## config.mk

```make
export PLATFORM = sky130hd
export DESIGN_NAME = instr_fetch_param
export DESIGN_NICKNAME = d
export VERILOG_FILES = /design/src/rtl/instr_fetch_param.sv
export SDC_FILE = /design/constraint.sdc
export NUM_CORES = 2
export LEC_CHECK = 0
export CELL_PAD_IN_SITES_DETAIL_PLACEMENT = 1
export CELL_PAD_IN_SITES_GLOBAL_PLACEMENT = 2
export CORE_AREA = 10 10 510 512
export DETAILED_ROUTE_END_ITERATION = 16
export DIE_AREA = 0 0 520 522
export HOLD_SLACK_MARGIN = 0.03
export PLACE_DENSITY_LB_ADDON = 0.1
export REMOVE_ABC_BUFFERS = 1
export SETUP_SLACK_MARGIN = 0.4
export SLEW_MARGIN = 20
export SYNTH_ARGS = -nofsm -noshare
export SYNTH_HDL_FRONTEND = slang
export SYNTH_SLANG_ARGS = --single-unit
```

## constraint.sdc

```tcl
create_clock -name clk -period 188.9 [get_ports clk]
set_input_delay 37.78 -clock clk [delete_from_list [all_inputs] [get_ports clk]]
set_output_delay 37.78 -clock clk [all_outputs]
set_load 0.02 [all_outputs]
```

## src/rtl/instr_fetch_param.sv

```systemverilog
// Parametrised MIPS instruction-fetch stage: loader-filled instruction memory, PC and IDLE/RUN/HALTED control.
// Define IF_JUMP_FLUSH_EN to replace the delay-slot word with a bubble on a jump.
module instr_fetch_param #(
  parameter int                 NB_DATA     = 32,
  parameter int                 MEM_DEPTH   = 64,
  parameter logic [NB_DATA-1:0] PC_RESET    = '0,
  parameter logic [NB_DATA-1:0] HALT_OPCODE = {NB_DATA{1'b1}}
) (
  input  logic               clk,
  input  logic               i_rst,
  input  logic               i_we,
  input  logic [NB_DATA-1:0] i_instr_data,
  input  logic               i_start,
  input  logic               i_jump,
  input  logic [NB_DATA-1:0] i_addr2jump,
  input  logic               i_stall,
  input  logic               i_halt,
  output logic [NB_DATA-1:0] o_pcounter,
  output logic [NB_DATA-1:0] o_pcounter4,
  output logic [NB_DATA-1:0] o_instruction,
  output logic               o_valid,
  output logic               o_halted,
  output logic               o_mem_full
);

  localparam int                 AW         = $clog2(MEM_DEPTH);
  localparam logic [AW:0]        DEPTH_CNT  = (AW+1)'(MEM_DEPTH);
  localparam logic [AW:0]        PTR_ONE    = (AW+1)'(1);
  localparam logic [NB_DATA:0]   MEM_BYTES  = (NB_DATA+1)'(4*MEM_DEPTH);
  localparam logic [NB_DATA-1:0] PC_STEP    = NB_DATA'(4);
  localparam logic [NB_DATA-1:0] ALIGN_MASK = ~(NB_DATA'(3));

  typedef enum logic [1:0] {
    S_IDLE   = 2'd0,
    S_RUN    = 2'd1,
    S_HALTED = 2'd2
  } state_e;

  state_e             state_q, state_d;
  logic [NB_DATA-1:0] pc_q, pc_d;
  logic [NB_DATA-1:0] pcounter_q, pcounter_d;
  logic [NB_DATA-1:0] pcounter4_q, pcounter4_d;
  logic [NB_DATA-1:0] instr_q, instr_d;
  logic               valid_q, valid_d;
  logic               halted_q, halted_d;
  logic               mem_full_q, mem_full_d;
  logic [AW:0]        wr_ptr_q, wr_ptr_d;
  logic [NB_DATA-1:0] mem_q [MEM_DEPTH];
  logic [NB_DATA-1:0] mem_d [MEM_DEPTH];
  logic [NB_DATA-1:0] fetch_word_s;
  logic               halt_seen_s;

  // Addresses past the end of memory fetch a NOP rather than aliasing.
  always_comb begin
    if ({1'b0, pc_q} < MEM_BYTES) begin
      fetch_word_s = mem_q[pc_q[AW+1:2]];
    end else begin
      fetch_word_s = '0;
    end
  end

  // The halt word is issued for one cycle before the stage stops.
  assign halt_seen_s = valid_q && (instr_q == HALT_OPCODE);

  always_comb begin
    state_d     = state_q;
    pc_d        = pc_q;
    pcounter_d  = pcounter_q;
    pcounter4_d = pcounter4_q;
    instr_d     = instr_q;
    valid_d     = valid_q;
    wr_ptr_d    = wr_ptr_q;
    mem_d       = mem_q;
    case (state_q)
      S_IDLE: begin
        valid_d = 1'b0;
        if (i_we && (wr_ptr_q != DEPTH_CNT)) begin
          mem_d[wr_ptr_q[AW-1:0]] = i_instr_data;
          wr_ptr_d                = wr_ptr_q + PTR_ONE;
        end else begin
          wr_ptr_d = wr_ptr_q;
        end
        if (i_start) begin
          state_d = S_RUN;
        end else begin
          state_d = S_IDLE;
        end
      end
      S_RUN: begin
        if (i_halt || halt_seen_s) begin
          state_d = S_HALTED;
          valid_d = 1'b0;
        end else if (i_stall) begin
          state_d = S_RUN;
        end else if (i_jump) begin
          pc_d = i_addr2jump & ALIGN_MASK;
`ifdef IF_JUMP_FLUSH_EN
          instr_d = '0;
          valid_d = 1'b0;
`else
          instr_d     = fetch_word_s;
          pcounter_d  = pc_q;
          pcounter4_d = pc_q + PC_STEP;
          valid_d     = 1'b1;
`endif
        end else begin
          instr_d     = fetch_word_s;
          pcounter_d  = pc_q;
          pcounter4_d = pc_q + PC_STEP;
          valid_d     = 1'b1;
          pc_d        = pc_q + PC_STEP;
        end
      end
      S_HALTED: begin
        valid_d = 1'b0;
        if (i_start) begin
          state_d = S_RUN;
        end else begin
          state_d = S_HALTED;
        end
      end
      default: begin
        state_d = S_IDLE;
        valid_d = 1'b0;
      end
    endcase
    halted_d   = (state_d == S_HALTED);
    mem_full_d = (wr_ptr_d == DEPTH_CNT);
  end

  // State, PC, output and memory registers; reset clears everything including memory.
  always_ff @(posedge clk or posedge i_rst) begin
    if (i_rst) begin
      state_q     <= S_IDLE;
      pc_q        <= PC_RESET;
      pcounter_q  <= '0;
      pcounter4_q <= '0;
      instr_q     <= '0;
      valid_q     <= 1'b0;
      halted_q    <= 1'b0;
      mem_full_q  <= 1'b0;
      wr_ptr_q    <= '0;
      for (int i = 0; i < MEM_DEPTH; i++) begin
        mem_q[i] <= '0;
      end
    end else begin
      state_q     <= state_d;
      pc_q        <= pc_d;
      pcounter_q  <= pcounter_d;
      pcounter4_q <= pcounter4_d;
      instr_q     <= instr_d;
      valid_q     <= valid_d;
      halted_q    <= halted_d;
      mem_full_q  <= mem_full_d;
      wr_ptr_q    <= wr_ptr_d;
      mem_q       <= mem_d;
    end
  end

  assign o_pcounter    = pcounter_q;
  assign o_pcounter4   = pcounter4_q;
  assign o_instruction = instr_q;
  assign o_valid       = valid_q;
  assign o_halted      = halted_q;
  assign o_mem_full    = mem_full_q;

endmodule

```

* After elaboration in Yosys (flattened, before gate mapping)
Index checks and enable logic that the tools add are counted.
** Word-level totals
- Bits in registers :: 2188
- Input bits :: 71
- Output and inout bits :: 99
- Word-level logic and storage cells :: 115
** Cells by class
- $add $sub $neg :: 2
- Magnitude comparators :: 4
- Equality and inequality tests :: 7
- Mux-type cells :: 18
- Bitwise gates (word level) :: 4
- Reduce and logical (&&, ||, !) cells :: 7
** Operators by type and width (number)
- bitwise mux 2048 bit :: 1
- binary-select mux 32 bit (select 6 bit) :: 1
- demux 32 bit (select 6 bit) :: 1
- two-way mux 32 bit :: 5
- adder 32 x 3 -> 32 bit, second input constant :: 1
- == test 32 bit, second input constant :: 1
- less-than comparator 32 x 9 -> 1 bit, second input constant :: 1
- >= comparator 7 bit, second input constant :: 2
- two-way mux 7 bit :: 2
- inverter 6 -> 7 bit :: 2
- adder 7 x 1 -> 7 bit, second input constant :: 1
- == test 7 bit, second input constant :: 1
- less-than comparator 7 x 1 -> 1 bit, second input constant :: 1
- inequality test 7 bit, second input constant :: 1
- two-way mux 2 bit :: 3
- case mux 2 bit (3 select lines) :: 1
- == test 2 bit, second input constant :: 2
- two-way mux 1 bit :: 4
- logical AND 1 bit :: 3
- inequality test 3 bit, second input constant :: 1
- AND reduction 3 bit :: 1
- == test 2 x 1 -> 1 bit, second input constant :: 1
- zero test 2 bit :: 1
- inverter 1 bit :: 2
- other kinds (2) :: 2

* Longest topological paths before layout
- Word-level depth :: 6
- Gate-level depth with buffers :: 10

* Worst setup path after synthesis
OpenSTA, ideal clock, no wires.
- Kind :: input-to-reg
- From :: input i_we
- To :: register mem_q[1000] (netlist bit)
- Data arrival time :: 39.453 ns
- Required time :: 188.775 ns
- Slack :: 149.322 ns
- Cell stages on the path :: 6
- Path through :: or3b_1 -> a311o_2 -> nor3_4 -> nand2_1 -> buf_2 -> mux2_2
** On the way
- Longest elaborated chain between the ends :: 2
** RTL lines
- start: declaration :: RTL line 11 : input logic i_we,
- logical AND 1 bit :: RTL line 77 : if (i_we && (wr_ptr_q != DEPTH_CNT)) begin
- AND reduction 2 bit (no line)
- end signal: assignment :: RTL line 156 : mem_q <= mem_d;
- end: declaration :: RTL line 48 : logic [NB_DATA-1:0] mem_q [MEM_DEPTH];
No other way between the ends.
A chain may end at the register's enable or synchronous reset.

==> results.toml <==
[floorplan]
rows = 184
die_w_um = 520
core_um2 = 250000
fp.dieH_um = 522
ios = 170
die-area_um2 = 271000
initial_core_util_pct = 39.8

[finish]
fill_cells = 24400
layout-drive-gt1-share_pct = 44.9
layout_common_cells = "dfrtp_1, mux2_2, mux2i_1, mux4_2, clkbuf_16"
layout.nets = 6795
regArea_um2 = 54600
area_growth_pct = 13.3
layout_commonest_cell = "dfrtp_1"
multiInputGateArea_um2 = 42200

[timing]
fin_crit_sh_pct = 22.7
fin_setup_tns_ps = 0
slew_headroom_pct = 24.5
maxSlewViolCount = 0
period_needed_ps = 42860
finClkSkew_ps = 48.7
setup_viol = 0
final_hold_viol_count = 0
setup_ws_ps = 146040
grt_setup_unrepaired = "false"
fmax_ghz = 0.0233
worst_pin_slew_ps = 1130

[worst_setup_path]
cp.required_ps = 189790
critPathCapture = "mem_q[677]"
critical_path_arrival_ps = 43760
reg2regPathDepth = 9
r2r-end = "o_instruction[29]"
rrSetupSlack_ps = 182680
path_max_fanout = 155
critPathCaptureType = "async pin"
crit_path_start = "i_rst"
rr_startpoint = "pc_q[2]"
worstSetupPathType = "input port to async pin"
worst_setup_path_start_kind = "input port"

[synth]
synth_seq_area_share_pct = 54.9
synth_largest_area_cell = "dfrtp_1"
synth_top_family_by_area = "multiplexers"
synth-seq-cells = 2182
synth_top_flop_cell = "dfrtp_1"
synthAdderAreaFrac_pct = 0.0378
netlist_area_um2 = 99400
synth_compound_area_share_pct = 4.09
ys_types = 75
synth_top_area_share_pct = 54.9
async_flop_share_pct = 100
yosys.area_share.simple_pct = 2.15
synth-edff-count = 0
synth_area_leaders = "dfrtp_1, mux2_2, mux4_2"
ys_warn_count = 0
synthMuxAreaShare_pct = 35.5
yosys.area_share.xor_xnor_pct = 0.194
avgSynthCellArea_um2 = 14.6
postSynthCellCount = 6808

[worst_hold_path]
min-delay-start = "mem_q[58]"
hp-class = "flop to flop"
hold_depth = 1

[place]
place_congestion = 0.733
io_buffer_count = 163
dpl.hpwl_mm = 176
place_ws_ps = 144900

[global_routing]
overflow = 0
gr-usage-all-layers_pct = 23.1
antenna_found_initial = 16
grt_pass1_wl_mm = 466
grt_max_degree = 159
grt_pass1_vias = 64800

[drt]
via_per_inst = 5.80
drt.antenna.violating_nets = 0
wire_per_inst_um = 31.2
wl_mm = 320
detail_route.iter0.violations = 3797
firstDrtPassIters = 5
num_vias = 59500
drc = 0

[power]
pwr_density_cell_nw_per_um2 = 13.9
fin_total_pwr_uw = 1570
leakagePower_uw = 0.0537
ir_drop_mv = 0.00950

[flow_run]
maxCapViolations = 0

[clock_network]
cts_resized = 0
cts_tree = "yes"
holdBufCountCts = 0
clk_latency_ps = 910
cts_made_buffers = 274
clock_path_buffers = 4
cts_root_buffer = "clkbuf_16"
htree_num_levels = 5
cts_setup_buffers = 0
clk_pin_slew_ps = 60
clkSinkCount = 2182

[outcome]
status = "completed"
==> through the flow <==
stage               instance area [um^2]  utilization (%)  instances  hold WS, ps
floorplan                          96500                -       6120          453
global placement                  104000             41.6       9793          465
detailed placement                104000             41.6       9793          488
CTS                               113000             45.0      10200          500
global route                      113000             45.0      10300          506
finish                            113000             45.0      10300          499
==> flip-flops by register name (all words and copies together), names as in the netlist <==
signal	flops
state_q	2
wr_ptr_q	7
o_pcounter	30
o_mem_full	1
o_halted	1
o_pcounter4	30
o_instruction	32
pc_q	30
o_valid	1
mem_q	2048
==> synth_stat cells, types with 38 or more instances <==
cell,n
dfrtp_1,2182
mux2_2,2091
mux2i_1,448
clkbuf_1,335
mux4_2,323
buf_2,202
nand2_1,154
a22oi_1,127
buf_1,127
o21ai_0,84
o22ai_1,83
a21oi_1,82
nand3_1,61
nor2_1,59
a31oi_1,41
a32o_1,38
==> worst min-delay path by stage <==
stage / end
after floorplan: mem_q[534]
after global placement: mem_q[534]
after detailed placement: mem_q[984]
after CTS: mem_q[304]
after global routing: mem_q[58]
final: mem_q[58]
==> cell type report <==
cell class / count / share of cell area, %
diodes: 6 / 0.0133
clock buffers: 413 / 7.22
clock inverters: 43 / 0.480
inverters: 26 / 0.0955
multi-input cells: 3912 / 37.5
flip-flops and latches: 2182 / 48.5
well taps: 3348 / 3.72
repair buffers: 325 / 2.48
==> layer usage <==
metal,GRT usage [%],routed length (um),up-vias
met1,30.6,140000,32800
met5,0,0,-
li1,-,-,25000
met4,8.49,13300,0
met2,39.2,156000,1131
met3,2.82,10800,572
==> where the power goes <==
group	internal, uW	switching (uW)	leakage [uW]
combinational	187	262	0.0197
clock	311	200	0.00427
sequential	556	52.9	0.0297
total	1050	515	0.0537
==> worst max-delay path, cell delays in order <==
cell             delay, ps
clkdlybuf4s50_1        490
inv_8                  520
buf_4                  790
buf_12                 630
buf_12                 660
buf_4                  800
buf_12                 610
buf_4                  830
==> logic make-up (layout without fill, tap and decap cells) <==
group | after synthesis | count (layout)
muxes | 2863 | 2863
DFF | 2182 | 2182
buffers and inverters | 717 | 807
AOI/OAI and AO/OA | 589 | 589
and+or+nand+nor | 431 | 431
xor gates and xnor gates | 22 | 22
adders and majority gates | 3 | 3
other | 1 | 10
Note: power is estimated with default switching activity, not from simulation.
